File: config.mk
export PLATFORM = sky130hd
export DESIGN_NAME = tw_gen
export DESIGN_NICKNAME = d
export VERILOG_FILES = /design/src/rtl/fft_pkg.sv /design/src/rtl/tw_rom.sv /design/src/rtl/tw_gen.sv
export SDC_FILE = /design/constraint.sdc
export NUM_CORES = 1
export LEC_CHECK = 0
export BUFFER_PORTS_ARGS = -buffer_cell sky130_fd_sc_hd__buf_4
export CAP_MARGIN = 5
export CORE_MARGIN = 3
export CORE_UTILIZATION = 50
export DETAILED_ROUTE_END_ITERATION = 8
export GPL_TIMING_DRIVEN = 0
export PLACE_DENSITY = 0.76
export SLEW_MARGIN = 20
export SYNTH_ARGS = -nofsm -noshare
export SYNTH_HDL_FRONTEND = slang
export SYNTH_SLANG_ARGS = --single-unit
File: constraint.sdc
create_clock -name clk -period 3.51 [get_ports clk]
set_input_delay 0.702 -clock clk [delete_from_list [all_inputs] [get_ports clk]]
set_output_delay 0.702 -clock clk [all_outputs]
set_load 0.01 [all_outputs]
File: src/rtl/fft_pkg.sv
// Shared FFT constants, twiddle type and twiddle-sequencer state encoding.
package fft_pkg;
    localparam int N     = 16;
    localparam int TW    = 9;
    localparam int LOG2N = $clog2(N);
    localparam int SW    = $clog2(LOG2N);
    localparam int KW    = LOG2N - 1;

    typedef logic signed [TW-1:0] tw_t;

    typedef enum logic [1:0] {
        ST_IDLE,
        ST_RUN,
        ST_DONE
    } tw_state_t;
endpackage

File: src/rtl/tw_rom.sv
// Quarter-wave cosine table C[i] = round(2^(TW-2) * cos(2*pi*i/N)), i = 0..N/4.
module tw_rom
    import fft_pkg::*;
(
    input  logic [KW-1:0] idx_i,
    output tw_t           cos_o
);
    localparam real PI    = 3.14159265358979323846;
    localparam real SCALE = real'(1 << (TW - 2));

    tw_t tbl [0:N/4];

    // Every entry is non-negative, so +0.5 then truncate rounds half away from zero.
    for (genvar i = 0; i <= N / 4; i++) begin : g_tbl
        localparam real ANG = 2.0 * PI * real'(i) / real'(N);
        localparam int  VAL = $rtoi(SCALE * $cos(ANG) + 0.5);
        assign tbl[i] = tw_t'(VAL);
    end

    always_comb begin
        cos_o = '0;
        if (int'(idx_i) <= N / 4) begin
            cos_o = tbl[idx_i];
        end
    end
endmodule

File: src/rtl/tw_gen.sv
// Twiddle-factor sequencer for the radix-2 DIF FFT; optional conjugate output under TW_GEN_INV_EN.
module tw_gen
    import fft_pkg::*;
(
    input  logic          clk,
    input  logic          rst,
    input  logic          start,
`ifdef TW_GEN_INV_EN
    input  logic          inverse,
`endif
    output logic          busy,
    output logic          done,
    output logic          tw_valid,
    input  logic          tw_ready,
    output tw_t           tw_re,
    output tw_t           tw_im,
    output logic [SW-1:0] stage,
    output logic [KW-1:0] bfly_idx
);
    localparam logic [KW-1:0] QTR    = KW'(N / 4);
    localparam logic [KW-1:0] B_LAST = '1;
    localparam logic [SW-1:0] S_LAST = SW'(LOG2N - 1);

    tw_state_t     state_q;
    logic          busy_q, done_q, valid_q;
    tw_t           re_q, im_q;
    logic [SW-1:0] stage_q;
    logic [KW-1:0] bfly_q;
    logic          inv_sel;

    logic [SW-1:0] nxt_s_d;
    logic [KW-1:0] nxt_b_d;
    logic [KW-1:0] k, re_idx, im_idx;
    logic          upper;
    tw_t           c_re, c_im, re_d, im_d;

`ifdef TW_GEN_INV_EN
    logic inv_q;
    // The first word is loaded in the same cycle inverse is sampled.
    assign inv_sel = (state_q == ST_IDLE) ? inverse : inv_q;
`else
    assign inv_sel = 1'b0;
`endif

    always_comb begin
        nxt_s_d = '0;
        nxt_b_d = '0;
        if (state_q == ST_RUN) begin
            nxt_b_d = bfly_q + 1'b1;
            nxt_s_d = (bfly_q == B_LAST) ? stage_q + 1'b1 : stage_q;
        end
        // Truncation to KW bits is the mod N/2; N/2 - k likewise wraps to -k.
        k      = nxt_b_d << nxt_s_d;
        upper  = (k > QTR);
        re_idx = upper ? -k : k;
        im_idx = upper ? (k - QTR) : (QTR - k);
        re_d   = upper ? -c_re : c_re;
        im_d   = inv_sel ? c_im : -c_im;
    end

    tw_rom u_rom_re (
        .idx_i (re_idx),
        .cos_o (c_re)
    );

    tw_rom u_rom_im (
        .idx_i (im_idx),
        .cos_o (c_im)
    );

    always_ff @(posedge clk or posedge rst) begin
        if (rst) begin
            state_q <= ST_IDLE;
            busy_q  <= 1'b0;
            done_q  <= 1'b0;
            valid_q <= 1'b0;
            re_q    <= '0;
            im_q    <= '0;
            stage_q <= '0;
            bfly_q  <= '0;
`ifdef TW_GEN_INV_EN
            inv_q   <= 1'b0;
`endif
        end else begin
            done_q <= 1'b0;
            case (state_q)
                ST_IDLE: begin
                    if (start) begin
                        state_q <= ST_RUN;
                        busy_q  <= 1'b1;
                        valid_q <= 1'b1;
                        stage_q <= nxt_s_d;
                        bfly_q  <= nxt_b_d;
                        re_q    <= re_d;
                        im_q    <= im_d;
`ifdef TW_GEN_INV_EN
                        inv_q   <= inverse;
`endif
                    end
                end
                ST_RUN: begin
                    // valid is always high in RUN, so a load is exactly a handshake.
                    if (valid_q && tw_ready) begin
                        if (stage_q == S_LAST && bfly_q == B_LAST) begin
                            state_q <= ST_DONE;
                            busy_q  <= 1'b0;
                            valid_q <= 1'b0;
                            done_q  <= 1'b1;
                        end else begin
                            stage_q <= nxt_s_d;
                            bfly_q  <= nxt_b_d;
                            re_q    <= re_d;
                            im_q    <= im_d;
                        end
                    end
                end
                ST_DONE: state_q <= ST_IDLE;
                default: state_q <= ST_IDLE;
            endcase
        end
    end

    assign busy     = busy_q;
    assign done     = done_q;
    assign tw_valid = valid_q;
    assign tw_re    = re_q;
    assign tw_im    = im_q;
    assign stage    = stage_q;
    assign bfly_idx = bfly_q;
endmodule

=== Yosys cells after proc, flatten, opt, wreduce, memory -nomap -nowiden ===
Memories as Yosys holds them, arrays and structs flattened.
Cells that the tools add are included.

* Logic and storage cells: 77
* ROM bits: 144
* Flip-flop bits (word level): 27
* Output and inout bits: 26
* Memories kept: 2
* Input bits: 4

{| class="wikitable"
|+ Memory list
! memory !! depth !! bits a word !! rd ports !! clocked after Yosys merged registers in !! wr ports !! RTL line !! text
|-
| (name not given) || 8 || 9 || 1 || 0 || 0 || tw_rom.sv:23 || <nowiki>cos_o = tbl[idx_i];</nowiki>
|-
| (name not given) || 8 || 9 || 1 || 0 || 0 || tw_rom.sv:23 ||
|}

* Reduce and logical (&&, ||, !) cells: 7
* Equality and inequality tests: 7
* Shift operators: 1
* Order comparisons: 5
* Bitwise operators: 2
* Mux-type cells: 39
* $add $sub $neg: 7

{| class="wikitable"
|+ Operator list
! cell !! count
|-
| $mux 9 || 13
|-
| $pmux 9 s2 || 2
|-
| $mux 3 || 6
|-
| $neg 9->9 || 2
|-
| $mux 2 || 8
|-
| $ge 4x4->1 const B || 2
|-
| $not 3->4 || 2
|-
| $pmux 2 s2 || 2
|-
| $reduce_and 4->1 || 2
|-
| $le 3x3->1 const B || 2
|-
| $mux 1 || 6
|-
| $pmux 3 s2 || 1
|-
| $ne 2x1->1 const B || 2
|-
| $ne 2x2->1 const B || 2
|-
| $add 3x1->3 const B || 1
|-
| $eq 3x3->1 const B || 1
|-
| $gt 3x3->1 const B || 1
|-
| $neg 3->3 || 1
|-
| $reduce_and 3->1 || 1
|-
| $shl 3x2->3 || 1
|-
| $sub 3x3->3 const A || 1
|-
| $sub 3x3->3 const B || 1
|-
| $add 2x1->2 const B || 1
|-
| $eq 2x1->1 const B || 1
|-
| other kinds (5) || 6
|}

=== Longest topological paths before layout ===
* Depth in word-level cells: 16
* Gate-level depth with buffers: 14
* Mapped depth without buffers: 14

=== Modules after synthesis ===
From an unflattened synthesis, not the netlist that was laid out.

* Cells, all modules: 215
* Area, all modules: 1,849.3 um^2

{| class="wikitable"
|+ By module, submodules not included
! module !! area each (um^2) !! cells each !! sequential area each (um^2) !! times used
|-
| tw_gen || 1,639.1 || 185 || 675.6 || 1
|-
| tw_rom || 105.1 || 15 || 0.0 || 2
|}

=== Least setup slack after synthesis ===
No wires, ideal clock.

* Kind: reg-to-reg
* Start: reg bfly_q[0] (netlist: bfly_idx[0])
* End: reg re_q[5] (netlist: tw_re[5])
* Setup time: 0.070 ns
* Path buffers: 0
* Stages on the path, launching flop included: 15
* Data arrival time: 3.830 ns
* Slack: -0.389 ns
* Cells stage by stage: dfrtp_1 -> ha_1 -> ha_1 -> mux2i_1 -> nand2_1 -> a211oi_1 -> inv_1 -> ha_1 -> a2111oi_4 -> mux2i_1 -> ha_1 -> o21ai_0 -> nor3_1 -> or4b_1 -> nand3_1

* Longest elaborated chain between the ends: 16

{| class="wikitable"
|+ Ends and longest elaborated chain
! element !! RTL line !! text
|-
| start: declaration || tw_gen.sv:28 || <nowiki>logic [KW-1:0] bfly_q;</nowiki>
|-
| start signal: assignment || tw_gen.sv:93 || <nowiki>bfly_q <= nxt_b_d;</nowiki>
|-
| start signal: assignment || tw_gen.sv:111 || <nowiki>bfly_q <= nxt_b_d;</nowiki>
|-
| branches (longest 16 deep; another with $mem_v2 8x9) || n/a ||
|-
| end signal: assignment || tw_gen.sv:94 || <nowiki>re_q <= re_d;</nowiki>
|-
| end signal: assignment || tw_gen.sv:112 || <nowiki>re_q <= re_d;</nowiki>
|-
| end: declaration || tw_gen.sv:26 || <nowiki>tw_t re_q, im_q;</nowiki>
|}

Several ways; the timed one is not identified. The select of a mux whose other input is x is not followed.
A chain may end at the register's enable or synchronous reset.

=== Final worst setup path ===
Ends and elaborated chain as after synthesis.

==> key figures <==
Status
  • Outcome: finished, violations left
  • Failing checks: negative setup slack

Synth
  • Number of synthesized flops with an enable pin: 0
  • #FFs+latches synth: 26
  • Syn Inst Count: 179
  • Post-synth top flop: dfrtp_1
  • Syn nets: 190
  • Count leader, synth: dfrtp_1
  • Synth warn: 0
  • Most common library cells after synthesis: 26 x dfrtp_1, 18 x nand2_1, 16 x nor2_1
  • Async S/R FF share, synth: 1.000
  • Syn avg cell area: 9.192 um2
  • Synth top area share: 0.3954
  • Synth top area cells: dfrtp_1 40%, mux2i_1 5.5%, ha_1 5.3%
  • Cell Area, Synth: 1645 um2
  • Synth area leader: dfrtp_1
  • Sequential share of the synthesized area: 0.3954
  • Post-synthesis cell type count: 48

Worst setup path
  • Crit path kind: reg2reg
  • Req. time, crit path: 3.78 ns
  • CP Launch Type: flop
  • WP data arrival: 3.81 ns
  • CP max FO: 5
  • CP Capture Type: flop

Clocking
  • Sinks on Clock Net: 26
  • CTS buffer count: 3
  • Clk pin slew, worst setup/hold paths: 0.14 ns
  • CTS Hold Bufs: 0
  • CTS max path bufs: 2
  • Clk_lat worst skew: 0.32 ns
  • Clock Root Buffer: clkbuf_4
  • TritonCTS clock tree: done
  • # H-tree levels: 1

Floorplanning
  • Die area: 4015 um2
  • DIE HEIGHT: 63.37 um
  • Starting Density: 0.5302
  • Rows: 20
  • Core ar.: 3103 um2
  • Die X: 63.37 um
  • Io pins: 30

STA
  • Final WS setup: -0.02957 ns
  • Min Hold Slack: 0.4912 ns
  • Tcrit/Tclk final: 1.008
  • Min Clock Period, post-route: 3.540 ns
  • Worst clock skew: 0.001981 ns
  • Worst slew pin tran: 0.9626 ns
  • Slew headroom: 0.3575
  • RSZ-0062 raised after global routing: yes
  • Final Hold Fails: 0
  • Final setup viols: 1
  • Final Slew Violations: 0
  • Max Clock Freq: 0.2825 GHz

Finish
  • Share of cells above drive strength 1: 0.3319
  • Fillers: 242
  • Syn-to-layout area delta: 32.32%
  • Fin nets: 238
  • ANT cells: 0
  • Final instance area: 2177 um2

Place
  • DP Area: 2019 um2
  • Placer Congestion: 0.9110
  • DPL Wire Length: 2817 um
  • PortBufs: 29

Route
  • Drt wl/cell: 14.85 um
  • Initial drt markers: 115
  • Initial DRT Pass Iterations: 4
  • Routed via count: 1565
  • Total Routed Length: 4009 um
  • Vias/cell: 5.796
  • DRC viols: 0
  • ANT nets after route: 0

Global routing
  • Vias in the first global route: 1426
  • Gr ovfl total: 0
  • Global-route wire length before repair: 6679 um
  • Tot GR Track Use: 0.2026
  • Largest net degree at the start of global routing: 27
  • Antenna violations before repair: 0

Hold path
  • Hold Path Class: reg2reg

Run
  • # Max-Cap Violations: 0
-- state kept, by name, summed over array words and instances (netlist names) --
name	count
tw_im	8
state_q	2
bfly_idx	3
stage	2
tw_re	9
done	1
tw_valid	1
-- cell type report --
| type | instances | area [um2] | share of cell area |
|---|---|---|---|
| buffer | 12 | 62.56 | 0.02874 |
| sequential | 26 | 653.1 | 0.3000 |
| multi-input combinational | 134 | 1031 | 0.4736 |
| inverter | 7 | 26.28 | 0.01207 |
| timing repair buffer | 43 | 322.8 | 0.1483 |
| tap | 44 | 55.05 | 0.02529 |
| clock buffer | 4 | 26.28 | 0.01207 |
-- layer usage --
metal	vias up	routed length, um	GRT usage
met1	752	1851	0.2852
met2	55	1897	0.3272
met4	0	62	0.05391
met3	9	197	0.02674
met5	-	0	0
li1	749	-	-
-- layout by cell type, fill, tap and decap left out, drive strengths merged, types with 4 or more instances in the layout --
master  synthesis  routed
mux2            4       4
inv             6       6
dfrtp          26      26
ha              7       7
a31oi           5       5
buf             5      48
nand3           5       5
clkbuf          7      11
mux2i           9       9
a211oi          5       5
nor2           16      16
nand2          18      18
a21oi           8       8
and3            4       4
nor3            5       5
o21ai          11      11
-- metrics by stage --
| step | util | setup TNS [ns] | setup slack, ns | cells |
|---|---|---|---|---|
| floorplan | - | -0.008281 | -0.008281 | 179 |
| global placement | 0.6508 | -1.574 | -0.3659 | 252 |
| detailed placement | 0.6508 | -2.055 | -0.4494 | 252 |
| CTS | 0.6665 | 0 | 0.03618 | 259 |
| global route | 0.7016 | -0.4924 | -0.1264 | 270 |
| finish | 0.7016 | -0.02957 | -0.02957 | 270 |
-- critical path: stages, from the launching register on --
cell,delay (ns)
dfrtp_2,0.41
ha_4,0.14
ha_4,0.19
mux2i_4,0.27
nand2_2,0.13
a211oi_4,0.35
inv_2,0.10
ha_4,0.18
a2111oi_4,0.31
mux2i_1,0.31
ha_1,0.32
o21ai_2,0.12
nor3_4,0.07
or4b_4,0.50
nand3_2,0.07
-- logic make-up (layout without fill, tap and decap cells) --
group,after synthesis,in the layout,share of synthesized area
AOI/OAI and AO/OA,48,48,0.2122
buffers and inverters,19,66,0.05018
and+or+nand+nor,64,64,0.1894
DFF,26,26,0.3954
xor gates and xnor gates,2,2,0.01521
adders and majority gates,7,7,0.05323
muxes,13,13,0.08441
-- path summary, 6_finish.rpt --
kind / start / end / slack, ns / cells after the start
setup / recovery: bfly_idx[0] / tw_re[5] / -0.03 / 14
min in group asynchronous: rst / tw_im[3] / 0.58 / 2
hold / removal: tw_re[1] / tw_re[1] / 0.49 / 2
hold reg to reg: tw_re[1] / tw_re[1] / 0.49 / 2
max in group asynchronous: rst / bfly_idx[0] / 2.29 / 2
setup reg to reg: bfly_idx[0] / tw_re[5] / -0.03 / 14
-- what timing repair did --
item	CTS	global route
setup endpoints to repair	7	5
pin swaps	2	5
resized for setup	0	6
gates cloned	0	0
setup buffers	3	11
Power is left out: the tool's default activity adds up to more than one toggle a clock period on the data nets, which glitch-free logic cannot reach.
